--- config.mk ---
export PLATFORM = sky130hd
export DESIGN_NAME = imem_boot_sequencer_flat
export DESIGN_NICKNAME = d
export VERILOG_FILES = /design/src/rtl/imem_boot_sequencer_pkg.sv /design/src/rtl/imem_boot_sequencer_if.sv /design/src/rtl/imem_boot_sequencer_down_counter.sv /design/src/rtl/imem_boot_sequencer.sv /design/src/flat_wrapper.sv
export SDC_FILE = /design/constraint.sdc
export NUM_CORES = 1
export LEC_CHECK = 0
export CAP_MARGIN = 20
export CORE_ASPECT_RATIO = 2
export CORE_MARGIN = 3
export CORE_UTILIZATION = 28
export DETAILED_ROUTE_END_ITERATION = 10
export HOLD_SLACK_MARGIN = 0.12
export SYNTH_ARGS = -nofsm -noshare
export SYNTH_HDL_FRONTEND = slang
export SYNTH_HIERARCHICAL = 1
export SYNTH_SLANG_ARGS = --single-unit
--- constraint.sdc ---
create_clock -name clock -period 3.66 [get_ports clock]
set_input_delay 0.366 -clock clock [delete_from_list [all_inputs] [get_ports clock]]
set_output_delay 0.366 -clock clock [all_outputs]
set_load 0.02 [all_outputs]
--- src/rtl/imem_boot_sequencer_pkg.sv ---
// Shared types and helpers for the instruction-memory boot sequencer.
// Provides the controller state enum and the big-endian byte-lane selector.
package boot_pkg;

  typedef enum logic [2:0] {
    S_IDLE,
    S_LOAD,
    S_WRITE,
    S_HOLD,
    S_RUN,
    S_DONE
  } boot_state_e;

  // Lane 0 is the most significant byte: memory is big-endian.
  function automatic logic [7:0] byte_lane(
    input logic [31:0] word,
    input logic [1:0]  k
  );
    logic [31:0] s;
    s = word >> (5'd24 - {k, 3'b000});
    return s[7:0];
  endfunction

endpackage

--- src/rtl/imem_boot_sequencer_if.sv ---
// Word-stream load handshake into the boot sequencer.
// Signals: load_valid, load_ready, load_data[31:0], load_last.
interface imem_boot_sequencer_if;
  logic        load_valid;
  logic        load_ready;
  logic [31:0] load_data;
  logic        load_last;

  modport master (
    output load_valid,
    output load_data,
    output load_last,
    input  load_ready
  );

  modport slave (
    input  load_valid,
    input  load_data,
    input  load_last,
    output load_ready
  );
endinterface

--- src/rtl/imem_boot_sequencer_down_counter.sv ---
// Loadable saturating down counter shared by the HOLD and RUN phases.
// Ports: clock, reset, load, value, dec in; zero out (count == 0).
module boot_down_counter #(
  parameter int W = 16
) (
  input  logic         clock,
  input  logic         reset,
  input  logic         load,
  input  logic [W-1:0] value,
  input  logic         dec,
  output logic         zero
);
  logic [W-1:0] count;

  always_ff @(posedge clock) begin
    if (reset) begin
      count <= '0;
    end else if (load) begin
      count <= value;
    end else if (dec && !zero) begin
      count <= count - 1'b1;
    end
  end

  assign zero = (count == '0);
endmodule

--- src/rtl/imem_boot_sequencer.sv ---
// Loads a word stream byte-wise into instruction memory, then resets and runs the core.
// Ports: clock, reset, start, run_cycles, load (slave), imem_*, core_reset, mem_en, busy, done, error.
module imem_boot_sequencer
  import boot_pkg::*;
#(
  parameter int IMEM_BYTES = 1024,
  parameter int ADDR_W     = $clog2(IMEM_BYTES),
  parameter int RESET_HOLD = 3,
  parameter int RUN_W      = 16
) (
  input  logic                 clock,
  input  logic                 reset,
  input  logic                 start,
  input  logic [RUN_W-1:0]     run_cycles,
  imem_boot_sequencer_if.slave load,
  output logic                 imem_we,
  output logic [ADDR_W-1:0]    imem_addr,
  output logic [7:0]           imem_wdata,
  output logic                 core_reset,
  output logic                 mem_en,
  output logic                 busy,
  output logic                 done,
  output logic                 error
);
  localparam int IDX_W = ADDR_W - 2;
  localparam logic [IDX_W-1:0] IDX_MAX =
    IDX_W'(IMEM_BYTES / 4 - 1);
  localparam logic [RUN_W-1:0] HOLD_INIT =
    RUN_W'(RESET_HOLD - 1);

  boot_state_e      state;
  logic [IDX_W-1:0] idx;
  logic [1:0]       lane;
  logic [1:0]       lane_nx;
  logic [31:0]      word;
  logic             last;
  logic [RUN_W-1:0] budget;

  logic             cnt_load;
  logic             cnt_dec;
  logic [RUN_W-1:0] cnt_value;
  logic             cnt_zero;

  assign lane_nx = lane + 2'd1;

  // Counter is preloaded with N-1 on phase entry so the phase
  // lasts exactly N cycles; zero marks the final cycle.
  assign cnt_load =
    (state == S_WRITE && lane == 2'd3 && last) ||
    (state == S_HOLD && cnt_zero);
  assign cnt_value =
    (state == S_HOLD) ? budget - 1'b1 : HOLD_INIT;
  assign cnt_dec =
    (state == S_HOLD) || (state == S_RUN);

  boot_down_counter #(
    .W(RUN_W)
  ) u_cnt (
    .clock (clock),
    .reset (reset),
    .load  (cnt_load),
    .value (cnt_value),
    .dec   (cnt_dec),
    .zero  (cnt_zero)
  );

  always_ff @(posedge clock) begin
    if (reset) begin
      state           <= S_IDLE;
      idx             <= '0;
      lane            <= '0;
      word            <= '0;
      last            <= 1'b0;
      budget          <= '0;
      load.load_ready <= 1'b0;
      imem_we         <= 1'b0;
      imem_addr       <= '0;
      imem_wdata      <= '0;
      core_reset      <= 1'b1;
      mem_en          <= 1'b0;
      busy            <= 1'b0;
      done            <= 1'b0;
      error           <= 1'b0;
    end else begin
      unique case (state)
        S_IDLE, S_DONE: begin
          if (start) begin
            state           <= S_LOAD;
            idx             <= '0;
            budget          <= run_cycles;
            done            <= 1'b0;
            error           <= 1'b0;
            busy            <= 1'b1;
            load.load_ready <= 1'b1;
          end
        end
        S_LOAD: begin
          if (load.load_valid) begin
            state           <= S_WRITE;
            word            <= load.load_data;
            last            <= load.load_last;
            lane            <= 2'd0;
            load.load_ready <= 1'b0;
            imem_we         <= 1'b1;
            imem_addr       <= {idx, 2'd0};
            imem_wdata      <=
              byte_lane(load.load_data, 2'd0);
          end
        end
        S_WRITE: begin
          if (lane == 2'd3) begin
            imem_we <= 1'b0;
            idx     <= idx + 1'b1;
            if (last) begin
              state <= S_HOLD;
            end else if (idx == IDX_MAX) begin
              // Next word would wrap the index.
              state <= S_DONE;
              done  <= 1'b1;
              error <= 1'b1;
              busy  <= 1'b0;
            end else begin
              state           <= S_LOAD;
              load.load_ready <= 1'b1;
            end
          end else begin
            lane       <= lane_nx;
            imem_addr  <= {idx, lane_nx};
            imem_wdata <= byte_lane(word, lane_nx);
          end
        end
        S_HOLD: begin
          if (cnt_zero) begin
            state      <= S_RUN;
            core_reset <= 1'b0;
            mem_en     <= 1'b1;
          end
        end
        S_RUN: begin
          // A zero budget never terminates.
          if (cnt_zero && budget != '0) begin
            state      <= S_DONE;
            core_reset <= 1'b1;
            mem_en     <= 1'b0;
            done       <= 1'b1;
            busy       <= 1'b0;
          end
        end
        default: begin
          state <= S_IDLE;
        end
      endcase
    end
  end
endmodule

--- src/flat_wrapper.sv ---
// flat-port wrapper written by rule: the top's interface ports become plain ports
module imem_boot_sequencer_flat import boot_pkg::*;
#(
  parameter int IMEM_BYTES = 1024,
  parameter int ADDR_W     = $clog2(IMEM_BYTES),
  parameter int RESET_HOLD = 3,
  parameter int RUN_W      = 16
)
  (clock, reset, start, run_cycles, imem_we, imem_addr, imem_wdata, core_reset, mem_en, busy, done, error, load_load_valid, load_load_data, load_load_last, load_load_ready);
  imem_boot_sequencer_if load_i ();
  input  logic clock;
  input  logic reset;
  input  logic start;
  input  logic [RUN_W-1:0] run_cycles;
  output logic imem_we;
  output logic [ADDR_W-1:0] imem_addr;
  output logic [7:0] imem_wdata;
  output logic core_reset;
  output logic mem_en;
  output logic busy;
  output logic done;
  output logic error;
  input wire logic [$bits(load_i.load_valid)-1:0] load_load_valid;
  input wire logic [$bits(load_i.load_data)-1:0] load_load_data;
  input wire logic [$bits(load_i.load_last)-1:0] load_load_last;
  output wire logic [$bits(load_i.load_ready)-1:0] load_load_ready;
  assign load_i.load_valid = load_load_valid;
  assign load_i.load_data = load_load_data;
  assign load_i.load_last = load_load_last;
  assign load_load_ready = load_i.load_ready;
  imem_boot_sequencer #(.IMEM_BYTES(IMEM_BYTES), .ADDR_W(ADDR_W), .RESET_HOLD(RESET_HOLD), .RUN_W(RUN_W)) u_core (.clock(clock), .reset(reset), .start(start), .run_cycles(run_cycles), .load(load_i), .imem_we(imem_we), .imem_addr(imem_addr), .imem_wdata(imem_wdata), .core_reset(core_reset), .mem_en(mem_en), .busy(busy), .done(done), .error(error));
endmodule
==> impl_metrics.env <==
export IMPL_crit_chain="or4_1 > and4bb_2 > a21oi_1 > nor3_1 > buf_4 > clkinv_1 > buf_4 > o21bai_1 > a21oi_1"
export IMPL_die_area_um2=19100
export IMPL_finish_utilization=0.359
export IMPL_slew_limit_headroom=0.472
export IMPL_synth_seq_cells=101
export IMPL_post_cts_buffers=0
export IMPL_fin_crit_sh=0.776
export IMPL_synthDistinctLibCells=61
export IMPL_worst_setup_path_start_kind="flop"
export IMPL_core_region_area_um2=16900
export IMPL_cts_buffer_depth=2
export IMPL_p_total_w=0.00285
export IMPL_slowest_delay_ns=0.58
export IMPL_clock_latency_ns=0.34
export IMPL_drcViolationCount=0
export IMPL_cts_resized=0
export IMPL_critical_path_required_ns=3.88
export IMPL_p_clk_frac=0.356
export IMPL_initial_core_util=0.288
export IMPL_critPathArrivalTime_ns=3.06
export IMPL_regToRegSetupSlack_ns=0.82
export IMPL_n_fill_cell=1817
export IMPL_synth_async_reset_ratio=0
export IMPL_overflow=0
export IMPL_worst_pin_slew_ns=0.785
export IMPL_final_net_count=702
export IMPL_vias_per_cell=4.91
export IMPL_outcome="finished, final reports clean"
export IMPL_row_count=67
export IMPL_root_buffer="clkbuf_16"
export IMPL_hold_violations=0
export IMPL_endpoint_kind="flop"
export IMPL_cts_buffers=9
export IMPL_globalplace_congestion=0.861
export IMPL_whs_ns=0.453
export IMPL_die_h_um=193
export IMPL_rsz0062_at_grt="false"
export IMPL_avgSynthCellArea_um2=8.37
export IMPL_port_buffers=77
export IMPL_wirelength_met1_um=4960
export IMPL_synth_edff_count=0
export IMPL_synth_main_ff_cell="dfxtp_1"
export IMPL_synth_yosys_seq_area_share=0.415
export IMPL_cts_tree="built"
export IMPL_synth_nets=639
export IMPL_peakVddDrop_v=0.000222
export IMPL_totalWireLength_um=12900
export IMPL_layout_drive_gt1_share=0.0892
export IMPL_fmax_mhz=352
export IMPL_comb_power_share=0.210
export IMPL_post_route_min_period_ns=2.84
export IMPL_antenna_found_initial=0
export IMPL_dpl_hpwl_um=9540
export IMPL_p_per_area_nw_per_um2=469
export IMPL_finalMaxSlewViolations=0
export IMPL_crit_buf_inv=3
export IMPL_yosys_warnings=6
export IMPL_wire_per_inst_um=15.0
export IMPL_finalSetupTns_ns=0
export IMPL_finClkSkew_ns=0.00921
export IMPL_firstDrtPassIters=4
export IMPL_grt_max_degree=39
export IMPL_clock_sink_count=101
export IMPL_cap_violations=0
export IMPL_fp_dieW_um=99.3
export IMPL_ant_nets=0
export IMPL_switching_share=0.288
export IMPL_highest_layer="met4"
export IMPL_criticalPathCategory="flop to flop"
export IMPL_intPower_w=0.00203
export IMPL_grtUsageTotal=0.140
export IMPL_synthCells=582
export IMPL_cp_top_family="simple AND/OR/NAND/NOR gates"
export IMPL_synth_area_um2=4870
export IMPL_cts_clk_slew_worst_paths_ns=0.07
export IMPL_cts_hold_buf=0
export IMPL_vias=4212
export IMPL_met2_wirelength_um=7350
export IMPL_grt_pass1_vias=4248
export IMPL_hp_class="flop to flop"
export IMPL_slowest_stage="or4_1"
export IMPL_power_frac_seq=0.433
export IMPL_pin_count=78
export IMPL_switching_power_w=0.000822
export IMPL_setup_viol=0
export IMPL_grt_pass1_wl_um=21300
export IMPL_power_leakage_nw=2.12
export IMPL_antennaDiodeCount=0
export IMPL_syn_to_final_growth_pct=24.8
export IMPL_h_tree_depth=3
export IMPL_dr_wl_met3_um=296
export IMPL_path_max_fanout=19
export IMPL_first_iter_violations=90
## logic make-up after synthesis
kind of cell	Yosys count	share of synthesized area
buf+inv	42	0.0493
flops	101	0.415
mux	27	0.0763
simple gates	272	0.255
xor+xnor	27	0.0486
compound gates	108	0.144
fa+ha+maj	5	0.0123
## synth_stat cells, types with 5 or more instances
cell type | instances | area (um2)
xnor2_1 | 16 | 140
xor2_1 | 11 | 96.3
a311oi_1 | 7 | 61.3
nor3_1 | 17 | 85.1
buf_2 | 6 | 30.0
nand2_1 | 123 | 462
nand3_1 | 7 | 35.0
mux4_2 | 8 | 180
nand4_1 | 5 | 31.3
buf_4 | 5 | 37.5
nor4_1 | 8 | 50.1
inv_1 | 5 | 18.8
dfxtp_1 | 101 | 2020
a21oi_1 | 63 | 315
and3_1 | 5 | 31.3
o21ai_0 | 8 | 40.0
nor2_1 | 72 | 270
buf_6 | 5 | 56.3
mux2i_1 | 18 | 180
clkbuf_1 | 17 | 63.8
a211oi_1 | 8 | 60.1
## cell type report
| class | count | area [um2] | area share |
|---|---|---|---|
| inverters | 7 | 28.8 | 0.00474 |
| well taps | 207 | 259 | 0.0426 |
| repair buffers | 87 | 841 | 0.138 |
| multi-input cells | 439 | 2610 | 0.430 |
| flip-flops and latches | 101 | 2020 | 0.333 |
| clock inverters | 6 | 86.3 | 0.0142 |
| clock buffers | 10 | 229 | 0.0377 |
## per-stage QoR
step / cells / area, um2 / worst slack [ns]
after global routing: 857 / 6080 / 0.636
after global placement: 841 / 5760 / 0.929
after floorplan: 582 / 4870 / 0.937
final: 857 / 6080 / 0.818
after detailed placement: 841 / 5760 / 0.879
after CTS: 857 / 6080 / 0.840
## sequential cells by signal (all words and copies together) (netlist names), 3 cells and up
register and cells:
u_core/budget 16, u_core/idx 8, u_core/imem_addr 10, u_core/imem_wdata 8, u_core/state 3, u_core/u_cnt/count 16
u_core/word 32
## tightest hold or removal path: stages, from the launching register on
cell and delay, ns:
dfxtp_1 0.31, nand2_1 0.05, a21oi_1 0.05
## cells in the final DEF, fill, tap and decap left out, types with 4 or more instances in the layout
cell type and count:
a211oi_1 8, a21oi_1 62, a311oi_1 7, a311oi_2 4
and3_1 5, buf_4 10, clkbuf_16 9, clkdlybuf4s50_1 76
dfxtp_1 101, ha_1 4, inv_1 5, mux2i_1 18
mux4_2 8, nand2_1 123, nand3_1 7, nand4_1 5
nor2_1 72, nor3_1 17, nor4_1 8, o21ai_0 8
xnor2_1 16, xor2_1 11
## metal layers
layer  up-vias  global-route usage
met2        70               0.271
met1      1988               0.150
met3        13              0.0177
li1       2141                   -
met5         -                   0
met4         0              0.0579
## power groups by stage
stage / sequential, W / combinational [W] / clock (W)
2_1_floorplan: 0.00126 / 0.000415 / 0
3_3_place_gp: 0.00126 / 0.000602 / 0
3_5_place_dp: 0.00126 / 0.000607 / 0
4_1_cts: 0.00124 / 0.000609 / 0.00105
5_1_grt: 0.00125 / 0.000665 / 0.00108
6_report: 0.00124 / 0.000600 / 0.00102
## path summary, 6_finish.rpt
kind | startpoint | depth (start not counted) | to
max | u_core/u_cnt/count[10] | 9 | u_core/u_cnt/count[11]
min | u_core/word[10] | 2 | u_core/word[10]
max reg2reg | u_core/u_cnt/count[10] | 9 | u_core/u_cnt/count[11]
min reg2reg | u_core/word[10] | 2 | u_core/word[10]
Note: power is estimated with default switching activity, not from simulation.
